--- src/rtl/image_ram_viewer_pkg.sv ---
// rtl/image_ram_viewer_pkg.sv - shared constants and types for the image RAM viewer
package image_ram_viewer_pkg;

    typedef enum logic {
        IDLE  = 1'b0,
        CLEAR = 1'b1
    } clr_state_e;

    localparam logic [7:0] SSEG_BLANK = 8'hFF;

    localparam logic [1:0] DIG_DATA_LO = 2'd0;
    localparam logic [1:0] DIG_DATA_HI = 2'd1;
    localparam logic [1:0] DIG_BLANK   = 2'd2;
    localparam logic [1:0] DIG_ADDR    = 2'd3;

    // Active-low gfedcba with dp (bit 7) off; entry n encodes hex digit n.
    localparam logic [15:0][7:0] HEX_SSEG = {
        8'h8E, 8'h86, 8'hA1, 8'hC6, 8'h83, 8'h88, 8'h90, 8'h80,
        8'hF8, 8'h82, 8'h92, 8'h99, 8'hB0, 8'hA4, 8'hF9, 8'hC0
    };

    function automatic logic [7:0] hex_sseg(input logic [3:0] nibble, input logic dp_on);
        return {~dp_on, HEX_SSEG[nibble][6:0]};
    endfunction

endpackage

--- src/rtl/image_ram_viewer_if.sv ---
// rtl/image_ram_viewer_if.sv - host write/read/clear bus of the image RAM viewer
interface image_ram_viewer_if #(
    parameter int RAM_WIDTH     = 8,
    parameter int RAM_ADDR_BITS = 3
);
    logic                     wr_en;
    logic [RAM_ADDR_BITS-1:0] wr_addr;
    logic [RAM_WIDTH-1:0]     wr_data;
    logic                     rd_en;
    logic [RAM_ADDR_BITS-1:0] rd_addr;
    logic [RAM_WIDTH-1:0]     rd_data;
    logic                     rd_valid;
    logic                     clr;
    logic                     busy;

    modport master (
        output wr_en, wr_addr, wr_data, rd_en, rd_addr, clr,
        input  rd_data, rd_valid, busy
    );

    modport slave (
        input  wr_en, wr_addr, wr_data, rd_en, rd_addr, clr,
        output rd_data, rd_valid, busy
    );
endinterface

--- src/rtl/image_ram_viewer_sseg_scan4.sv ---
// rtl/image_ram_viewer_sseg_scan4.sv - 4-digit multiplexed seven-segment driver
module sseg_scan4
    import image_ram_viewer_pkg::*;
#(
    parameter int REFRESH_BITS = 18
) (
    input  logic            clk,
    input  logic            reset_n,
    input  logic [3:0][3:0] digits,
    input  logic [3:0]      blank,
    input  logic [3:0]      dp,
    output logic [3:0]      an,
    output logic [7:0]      sseg
);

    logic [REFRESH_BITS-1:0] refresh_q, refresh_d;
    logic [3:0]              an_q, an_d;
    logic [7:0]              sseg_q, sseg_d;
    logic [1:0]              idx;

    assign idx = refresh_q[REFRESH_BITS-1 -: 2];

    always_comb begin
        refresh_d = refresh_q + REFRESH_BITS'(1);
        an_d      = ~(4'b0001 << idx);
        sseg_d    = blank[idx] ? SSEG_BLANK : hex_sseg(digits[idx], dp[idx]);
    end

    // Anode and segment registers update together so no digit ghosts onto its neighbour.
    always_ff @(posedge clk or negedge reset_n) begin
        if (!reset_n) begin
            refresh_q <= '0;
            an_q      <= 4'b1110;
            sseg_q    <= SSEG_BLANK;
        end else begin
            refresh_q <= refresh_d;
            an_q      <= an_d;
            sseg_q    <= sseg_d;
        end
    end

    assign an   = an_q;
    assign sseg = sseg_q;

endmodule

--- src/rtl/image_ram_viewer.sv ---
// rtl/image_ram_viewer.sv - image buffer with clear engine and address/data hex viewer
module image_ram_viewer
    import image_ram_viewer_pkg::*;
#(
    parameter int RAM_WIDTH     = 8,
    parameter int RAM_ADDR_BITS = 3,
    parameter int SCAN_DIV      = 26,
    parameter int REFRESH_BITS  = 18
) (
    input  logic                     clk,
    input  logic                     reset_n,
    image_ram_viewer_if.slave        bus,
    input  logic                     mode,
    input  logic [RAM_ADDR_BITS-1:0] sel_addr,
    input  logic                     freeze,
    output logic [RAM_ADDR_BITS-1:0] cur_addr,
    output logic [3:0]               an,
    output logic [7:0]               sseg
);

    localparam int DEPTH = 1 << RAM_ADDR_BITS;
    localparam int DW    = (RAM_WIDTH < 8) ? RAM_WIDTH : 8;
    localparam logic [RAM_ADDR_BITS-1:0] LAST_ADDR = RAM_ADDR_BITS'(DEPTH - 1);

    logic [RAM_WIDTH-1:0] mem [DEPTH];

    clr_state_e               state_q, state_d;
    logic [RAM_ADDR_BITS-1:0] ptr_q, ptr_d;
    logic [RAM_WIDTH-1:0]     rd_data_q, rd_data_d;
    logic                     rd_valid_q, rd_valid_d;
    logic [SCAN_DIV-1:0]      dwell_q, dwell_d;
    logic [RAM_ADDR_BITS-1:0] cur_addr_q, cur_addr_d;
    logic [RAM_WIDTH-1:0]     disp_word_q, disp_word_d;

    logic                     mem_we;
    logic [RAM_ADDR_BITS-1:0] mem_waddr;
    logic [RAM_WIDTH-1:0]     mem_wdata;
    logic [7:0]               disp8;

    // The sweep owns the write port; host writes are dropped while it runs.
    always_comb begin
        mem_we    = 1'b0;
        mem_waddr = bus.wr_addr;
        mem_wdata = bus.wr_data;
        if (state_q == CLEAR) begin
            mem_we    = 1'b1;
            mem_waddr = ptr_q;
            mem_wdata = '0;
        end else if (bus.wr_en) begin
            mem_we = 1'b1;
        end
    end

    always_ff @(posedge clk) begin
        if (mem_we) begin
            mem[mem_waddr] <= mem_wdata;
        end
    end

    always_comb begin
        state_d     = state_q;
        ptr_d       = ptr_q;
        rd_data_d   = bus.rd_en ? mem[bus.rd_addr] : rd_data_q;
        rd_valid_d  = bus.rd_en;
        dwell_d     = dwell_q;
        cur_addr_d  = cur_addr_q;
        disp_word_d = mem[cur_addr_q];

        case (state_q)
            IDLE: begin
                if (bus.clr) begin
                    state_d = CLEAR;
                    ptr_d   = '0;
                end
            end
            CLEAR: begin
                ptr_d = ptr_q + RAM_ADDR_BITS'(1);
                if (ptr_q == LAST_ADDR) begin
                    state_d = IDLE;
                end
            end
            default: state_d = IDLE;
        endcase

        // Holding dwell at zero in manual mode makes a switch to autoscan start a fresh dwell.
        if (!mode) begin
            cur_addr_d = sel_addr;
            dwell_d    = '0;
        end else if (!freeze) begin
            dwell_d = dwell_q + SCAN_DIV'(1);
            if (dwell_q == '1) begin
                cur_addr_d = cur_addr_q + RAM_ADDR_BITS'(1);
            end
        end
    end

    always_ff @(posedge clk or negedge reset_n) begin
        if (!reset_n) begin
            state_q     <= IDLE;
            ptr_q       <= '0;
            rd_data_q   <= '0;
            rd_valid_q  <= 1'b0;
            dwell_q     <= '0;
            cur_addr_q  <= '0;
            disp_word_q <= '0;
        end else begin
            state_q     <= state_d;
            ptr_q       <= ptr_d;
            rd_data_q   <= rd_data_d;
            rd_valid_q  <= rd_valid_d;
            dwell_q     <= dwell_d;
            cur_addr_q  <= cur_addr_d;
            disp_word_q <= disp_word_d;
        end
    end

    assign disp8        = 8'(disp_word_q[DW-1:0]);
    assign bus.rd_data  = rd_data_q;
    assign bus.rd_valid = rd_valid_q;
    assign bus.busy     = (state_q == CLEAR);
    assign cur_addr     = cur_addr_q;

    sseg_scan4 #(
        .REFRESH_BITS(REFRESH_BITS)
    ) u_scan (
        .clk    (clk),
        .reset_n(reset_n),
        .digits ({4'(cur_addr_q), 4'h0, disp8[7:4], disp8[3:0]}),
        .blank  (4'b0100),
        .dp     ({bus.busy, 3'b000}),
        .an     (an),
        .sseg   (sseg)
    );

endmodule

--- src/flat_wrapper.sv ---
// flat-port wrapper written by rule: the top's interface ports become plain ports
module image_ram_viewer_flat import image_ram_viewer_pkg::*;
#(
    parameter int RAM_WIDTH     = 8,
    parameter int RAM_ADDR_BITS = 3,
    parameter int SCAN_DIV      = 26,
    parameter int REFRESH_BITS  = 18
)
  (clk, reset_n, mode, sel_addr, freeze, cur_addr, an, sseg, bus_wr_en, bus_wr_addr, bus_wr_data, bus_rd_en, bus_rd_addr, bus_clr, bus_rd_data, bus_rd_valid, bus_busy);
  image_ram_viewer_if #(.RAM_WIDTH(RAM_WIDTH), .RAM_ADDR_BITS(RAM_ADDR_BITS)) bus_i ();
  input  logic clk;
  input  logic reset_n;
  input  logic mode;
  input  logic [RAM_ADDR_BITS-1:0] sel_addr;
  input  logic freeze;
  output logic [RAM_ADDR_BITS-1:0] cur_addr;
  output logic [3:0] an;
  output logic [7:0] sseg;
  input wire logic [$bits(bus_i.wr_en)-1:0] bus_wr_en;
  input wire logic [$bits(bus_i.wr_addr)-1:0] bus_wr_addr;
  input wire logic [$bits(bus_i.wr_data)-1:0] bus_wr_data;
  input wire logic [$bits(bus_i.rd_en)-1:0] bus_rd_en;
  input wire logic [$bits(bus_i.rd_addr)-1:0] bus_rd_addr;
  input wire logic [$bits(bus_i.clr)-1:0] bus_clr;
  output wire logic [$bits(bus_i.rd_data)-1:0] bus_rd_data;
  output wire logic [$bits(bus_i.rd_valid)-1:0] bus_rd_valid;
  output wire logic [$bits(bus_i.busy)-1:0] bus_busy;
  assign bus_i.wr_en = bus_wr_en;
  assign bus_i.wr_addr = bus_wr_addr;
  assign bus_i.wr_data = bus_wr_data;
  assign bus_i.rd_en = bus_rd_en;
  assign bus_i.rd_addr = bus_rd_addr;
  assign bus_i.clr = bus_clr;
  assign bus_rd_data = bus_i.rd_data;
  assign bus_rd_valid = bus_i.rd_valid;
  assign bus_busy = bus_i.busy;
  image_ram_viewer #(.RAM_WIDTH(RAM_WIDTH), .RAM_ADDR_BITS(RAM_ADDR_BITS), .SCAN_DIV(SCAN_DIV), .REFRESH_BITS(REFRESH_BITS)) u_core (.clk(clk), .reset_n(reset_n), .bus(bus_i), .mode(mode), .sel_addr(sel_addr), .freeze(freeze), .cur_addr(cur_addr), .an(an), .sseg(sseg));
endmodule
--- config.mk ---
export PLATFORM = sky130hd
export DESIGN_NAME = image_ram_viewer_flat
export DESIGN_NICKNAME = d
export VERILOG_FILES = /design/src/rtl/image_ram_viewer_pkg.sv /design/src/rtl/image_ram_viewer_if.sv /design/src/rtl/image_ram_viewer_sseg_scan4.sv /design/src/rtl/image_ram_viewer.sv /design/src/flat_wrapper.sv
export SDC_FILE = /design/constraint.sdc
export NUM_CORES = 1
export LEC_CHECK = 0
export CAP_MARGIN = 10
export CORE_MARGIN = 2
export CORE_UTILIZATION = 55
export CTS_BUF_LIST = sky130_fd_sc_hd__clkbuf_8
export DETAILED_ROUTE_END_ITERATION = 12
export PLACE_DENSITY = 0.79
export SLEW_MARGIN = 25
export SYNTH_ARGS = -nofsm -noshare
export SYNTH_HDL_FRONTEND = slang
export SYNTH_HIERARCHICAL = 1
export SYNTH_SLANG_ARGS = --single-unit
--- constraint.sdc ---
create_clock -name clk -period 2.08 [get_ports clk]
set_input_delay 0.416 -clock clk [delete_from_list [all_inputs] [get_ports clk]]
set_output_delay 0.416 -clock clk [all_outputs]
set_load 0.01 [all_outputs]
==> flow_metrics.py, run 1 <==
metrics = {
    "outcome": {
        "outcome": "completed",
    },
    "floorplanning": {
        "chipHeight_um": 115,
        "core.rowCount": 40,
        "pin_count": 49,
        "dieArea_um2": 13300,
        "fp.dieW_um": 115,
        "core_um2": 12100,
        "start_util_pct": 56.6,
    },
    "power": {
        "clock_power_share_pct": 24.7,
        "p_total_uw": 8510,
        "p_switching_uw": 2530,
        "seqPwrFrac_pct": 47.9,
        "p_int_uw": 5980,
        "p_sw_share_pct": 29.7,
        "power.density_nw_per_um2": 1050,
        "vdd_drop_max_uv": 1020,
        "pwr-share-comb_pct": 27.4,
        "p_leak_uw": 0.00314,
    },
    "cells_and_area": {
        "register_area_um2": 3940,
        "synthToLayoutAreaGrowth_pct": 18.9,
        "stdcell_count": 767,
        "nets": 621,
        "multi_input_area_um2": 2740,
        "antenna_cells": 0,
        "drive_gt1_share_pct": 22.4,
        "final_area_um2": 8120,
        "fillers": 864,
    },
    "grt": {
        "grt-ovfl-total": 0,
        "first_global_vias": 4387,
        "grtUsageTotal_pct": 22.3,
        "grt_pass1_wl_um": 22000,
        "grt_max_degree": 81,
        "antenna_found_initial": 0,
    },
    "critical_path": {
        "start_kind": "flop",
        "path_class": "flop to flop",
        "crit_arrival_ps": 2360,
        "setup.worst_path.end_class": "flop",
        "worst-path-max-fanout": 5,
        "reg2reg_depth": 5,
        "cp.required_ps": 2440,
    },
    "detailed_routing": {
        "drtPass1Iterations": 4,
        "drc": 0,
        "vias_per_cell": 5.66,
        "routed_wl_um": 13400,
        "drt-initial-drc-count": 289,
        "postRouteAntennaNets": 0,
        "wire_per_inst_um": 17.5,
        "dr_total_vias": 4344,
    },
    "logic_synthesis": {
        "yosys_warnings": 6,
        "yosysTopAreaCell": "edfxtp_1",
        "netlist_instances": 504,
        "syn_avg_cell_area_um2": 13.5,
        "yosysSeqAreaShare_pct": 57.7,
        "synth_flop_cell": "dfrtp_1",
        "yosysUniqueCellTypes": 53,
        "async_reset_ff_share_pct": 55.6,
        "syn_area_um2": 6820,
        "synth_most_common_cell": "dfrtp_1",
        "synth_top_area_share_pct": 28.2,
        "ys_ff_latch": 144,
        "synth_edf_count": 64,
        "synth_commonest_cells": "69 x dfrtp_1, 64 x edfxtp_1, 41 x nor2_1, 36 x mux4_2, 32 x nand2_1",
        "synthTopCellsByArea": "edfxtp_1 28%, dfrtp_1 25%, mux4_2 12%, dfstp_2 4.2%, mux2i_1 2.9%",
    },
    "timing": {
        "fmax_ghz": 0.501,
        "hold_viol": 0,
        "post-route-min-period_ps": 2000,
        "relSlewSlack_pct": 45.8,
        "hold_slack_ps": 468,
        "grt_setup_unrepaired": "false",
        "finalSetupTns_ps": 0,
        "setup_viol": 0,
        "worst_pin_slew_ps": 810,
        "timing.final.crit_share_pct": 96.1,
        "slew_violations": 0,
        "finalClockSkew_ps": 12.4,
    },
    "placement": {
        "numPortBuffers": 48,
        "dp_hpwl_um": 9080,
        "placed_area_um2": 7680,
        "dp.cells": 731,
        "routabilityCongestion": 0.859,
    },
    "clock_tree": {
        "cts_tree": "done",
        "clock_latency_ps": 450,
        "path_clk_slew_ps": 80,
        "cts.sinks": 144,
        "ctsRootBufferMaster": "clkbuf_8",
        "clockBufferDepth": 2,
        "h-tree-depth": 4,
        "numCtsBuffers": 17,
    },
    "min_path": {
        "hold_path.class": "flop to flop",
        "hold_depth": 1,
    },
    "run": {
        "drv_cap": 0,
    },
}
final cells by class:
type	count	share of cell area [%]
flip-flops and latches	144	48.5
multi-input cells	327	33.7
repair buffers	83	9.85
clock buffers	17	2.88
well taps	168	2.59
clock inverters	15	1.80
inverters	13	0.601
per-stage QoR:
stage / utilization, % / setup WS [ps]
global placement: 63.6 / -133
finish: 67.3 / 82.0
CTS: 67.1 / 14.0
global route: 67.3 / 11.7
floorplan: - / 111
detailed placement: 63.6 / -231
kinds of logic after synthesis:
group | count (synthesis) | share of synthesized area, %
adder cells (fa/ha/maj) | 11 | 2.02
other | 2 | 0.110
buffers and inverters | 43 | 2.82
AO/OA/AOI/OAI | 48 | 4.44
AND/OR/NAND/NOR | 161 | 12.4
XOR/XNOR | 28 | 3.59
flip-flops | 144 | 57.7
multiplexers | 67 | 16.9
critical path, stage by stage (launching register included):
cell     delay, ps
dfrtp_1        360
ha_1           210
nand3_2        160
or4_1          590
or4_1          410
a31oi_1        190
placed cells by master, fill, tap and decap left out, types with 4 or more instances in the layout:
cell type / n
nor2b_1: 10
edfxtp_1: 64
buf_4: 30
conb_1: 12
dfrtp_1: 68
mux2_2: 9
dfstp_2: 11
mux4_2: 37
o31ai_1: 7
a21oi_1: 21
mux2i_1: 20
nand2_1: 32
nor2_1: 41
buf_12: 4
clkdlybuf4s50_1: 46
nand2b_1: 10
nor4_1: 8
nand3_1: 14
inv_1: 15
or4_1: 8
nor3_1: 5
clkbuf_8: 17
ha_1: 11
nand4_1: 9
o221ai_1: 4
xor2_1: 10
o21ai_0: 4
xnor2_1: 18
routing by layer:
layer	up-vias	global-route usage, %	part of all wire, %
li1	2029	-	-
met1	2199	28.0	41
met2	102	37.7	53
met3	14	5.80	4.8
met4	0	7.95	1.1
met5	-	0	0
state kept, by name, indices dropped and copies added, names as in the netlist:
name,flops
u_core/mem,64
u_core/dwell_q,26
u_core/u_scan/refresh_q,18
u_core/bus.rd_data,8
u_core/disp8,8
u_core/u_scan/sseg,8
u_core/u_scan/an,4
u_core/cur_addr,3
u_core/ptr_q,3
u_core/bus.busy,1
u_core/bus.rd_valid,1
repair_timing:
item	4_1_cts	5_1_grt
hold buffers	1	0
endpoints found under the hold margin	64	0
gates resized for setup	5	6
setup buffers	2	1
setup endpoints to repair	3	8
power groups by stage:
stage / Sequential (uW) / Combinational (uW) / Clock (uW)
after floorplan: 4100 / 1380 / 0
after CTS: 4080 / 2330 / 2160
after global placement: 4110 / 2190 / 0
final: 4080 / 2330 / 2100
after detailed placement: 4160 / 2270 / 0
after global routing: 4150 / 2520 / 2310
final timing paths:
path                                                 start                    endpoint  slack (ps)
worst min-delay path            u_core/u_scan/refresh_q[6]  u_core/u_scan/refresh_q[6]         470
worst max register to register           u_core/dwell_q[0]          u_core/cur_addr[2]          80
worst max-delay path                     u_core/dwell_q[0]          u_core/cur_addr[2]          80
max in group asynchronous                          reset_n       u_core/u_scan/sseg[5]        1210
worst min register to register  u_core/u_scan/refresh_q[6]  u_core/u_scan/refresh_q[6]         470
min in group asynchronous                          reset_n          u_core/dwell_q[19]         550
Note: power is estimated with default switching activity, not from simulation.
==> run 2: changes to the inputs <==
CORE_MARGIN = 5   (was 2)
CTS_BUF_LIST = sky130_fd_sc_hd__clkbuf_4   (was sky130_fd_sc_hd__clkbuf_8)
==> run 2 against run 1 <==
Sequential power about the same. Maximum frequency down 0.49%. Largest cell class unchanged. Global-route usage down 3.0 points.
==> flow_metrics.py, run 2 (synthesis results as in run 1) <==
metrics = {
    "critical_path": {
        "worst_path_largest_cell_delay_ps": 540,
        "path_class": "flop to output port",
        "start_kind": "flop",
        "crit_arrival_ps": 1590,
        "crit_chain": "clkdlybuf4s50_1",
        "setup.worst_path.end_class": "output port",
        "cp_num_buf_inv": 1,
        "crit_slowest_cell": "dfstp_2",
        "cp_top_family": "flip-flops",
        "worst-path-max-fanout": 1,
        "cp.required_ps": 1660,
    },
    "cells_and_area": {
        "layout_common_cells": "66 x dfrtp_1, 64 x edfxtp_1, 44 x clkdlybuf4s50_1, 41 x nor2_1, 37 x mux4_2",
        "final_common_cell": "dfrtp_1",
        "synthToLayoutAreaGrowth_pct": 17.3,
        "fin_util_pct": 66.1,
        "nets": 621,
        "final_area_um2": 8010,
        "register_area_um2": 3940,
        "drive_gt1_share_pct": 23.4,
        "antenna_cells": 0,
        "reg.largest.list": "u_core/mem x64, u_core/dwell_q x26, u_core/u_scan/refresh_q x18",
        "multi_input_area_um2": 2740,
        "top_register": "u_core/mem",
        "largest_register_ffs": 64,
        "stdcell_count": 767,
        "fillers": 897,
    },
    "grt": {
        "grt-ovfl-total": 0,
        "grt_max_degree": 46,
        "grtUsageTotal_pct": 19.3,
        "first_global_vias": 4346,
        "grt_pass1_wl_um": 21700,
        "antenna_found_initial": 0,
    },
    "clock_tree": {
        "ctsRootBufferMaster": "clkbuf_4",
        "path_clk_slew_ps": 130,
        "clockBufferDepth": 2,
        "clock_latency_ps": 540,
        "cts_tree": "done",
        "h-tree-depth": 4,
        "cts.sinks": 144,
        "numCtsBuffers": 17,
    },
    "floorplanning": {
        "core.rowCount": 40,
        "start_util_pct": 56.3,
        "dieArea_um2": 14700,
        "pin_count": 49,
        "fp.dieW_um": 121,
        "chipHeight_um": 121,
        "core_um2": 12100,
    },
    "detailed_routing": {
        "drc": 0,
        "wire_per_inst_um": 17.4,
        "drtPass1Iterations": 5,
        "vias_per_cell": 5.72,
        "dr_total_vias": 4384,
        "routed_wl_um": 13300,
        "postRouteAntennaNets": 0,
        "drt-initial-drc-count": 299,
    },
    "timing": {
        "hold_viol": 0,
        "relSlewSlack_pct": 43.5,
        "fin_ws_ps": 72.2,
        "post-route-min-period_ps": 2010,
        "fmax_ghz": 0.498,
        "finalClockSkew_ps": 22.1,
        "setup_viol": 0,
        "worst_pin_slew_ps": 844,
        "timing.final.crit_share_pct": 96.5,
        "slew_violations": 0,
    },
    "placement": {
        "place_ws_ps": -166,
        "dp_hpwl_um": 9150,
        "placed_area_um2": 7690,
        "routabilityCongestion": 0.870,
        "numPortBuffers": 48,
        "dp.cells": 733,
    },
    "outcome": {
        "outcome": "completed",
    },
    "power": {
        "p_leak_uw": 0.00308,
        "power.density_nw_per_um2": 1010,
        "vdd_drop_max_uv": 853,
    },
    "min_path": {
        "hold_path.class": "input port to async pin",
    },
    "run": {
        "drv_cap": 0,
    },
}
[run 2: cell types whose count changed in the layout (fill, tap and decap cells not counted), sizes merged, moves of 2 or more]
cell | previous run | this run
dlygate4sd2 | 0 | 2
clkdlybuf4s50 | 46 | 44
clkinv | 5 | 3
inv | 18 | 21
[run 2: power by group]
part | switching (uW) | total [uW] | internal, uW
registers | 272 | 4070 | 3800
clock network | 1090 | 1730 | 649
logic | 1190 | 2300 | 1100
total | 2550 | 8100 | 5550
[run 2: worst paths after layout]
check,slack [ps],from,to,cells after the start
hold reg to reg,470,u_core/u_scan/refresh_q[15],u_core/u_scan/refresh_q[15],1
max in group asynchronous,1110,reset_n,u_core/dwell_q[21],3
setup reg to reg,120,u_core/dwell_q[1],u_core/cur_addr[2],5
min in group clk,440,sel_addr[0],u_core/cur_addr[0],3
setup / recovery,70,u_core/u_scan/an[3],an[3],1
hold / removal,380,reset_n,u_core/dwell_q[0],2
[run 2: layout make-up]
| cell class | count | share of cell area [%] |
|---|---|---|
| flip-flops and latches | 144 | 49.2 |
| multi-input cells | 327 | 34.2 |
| repair buffers | 83 | 9.80 |
| well taps | 168 | 2.63 |
| clock inverters | 14 | 1.83 |
| clock buffers | 18 | 1.69 |
| inverters | 13 | 0.609 |
[run 2: per-layer routing]
layer  GRT usage (%)  wire length [um]  part of all wire [%]  vias to the layer above
met5               0                 0                     0                        -
met4            6.23               197                   1.5                        0
met3            4.43               693                   5.2                       23
met2            33.2              6920                    52                      139
met1            24.3              5530                    41                     2177
li1                -                 -                     -                     2045
[run 2: worst register-to-register path, cell delays in order (launching register included)]
cell and delay (ps):
dfrtp_1 380, ha_2 200, nand3_2 130, or4_1 570, or4_1 430, a31oi_1 180
[run 2: stage by stage]
stage	power, uW	TNS, ps	hold slack (ps)
final	8100	0	378
after global routing	8550	-9.19	357
after CTS	8160	0	353
after detailed placement	6430	-2320	410
after global placement	6290	-1110	398
after floorplan	5480	0	120
[run 2: timing repair]
| item | CTS | global route |
|---|---|---|
| setup buffers | 1 | 0 |
| endpoints found under the hold margin | 24 | 0 |
| hold buffers | 1 | 0 |
| pin swaps | 0 | 1 |
| setup endpoints to repair | 3 | 9 |
| resized for setup | 5 | 7 |
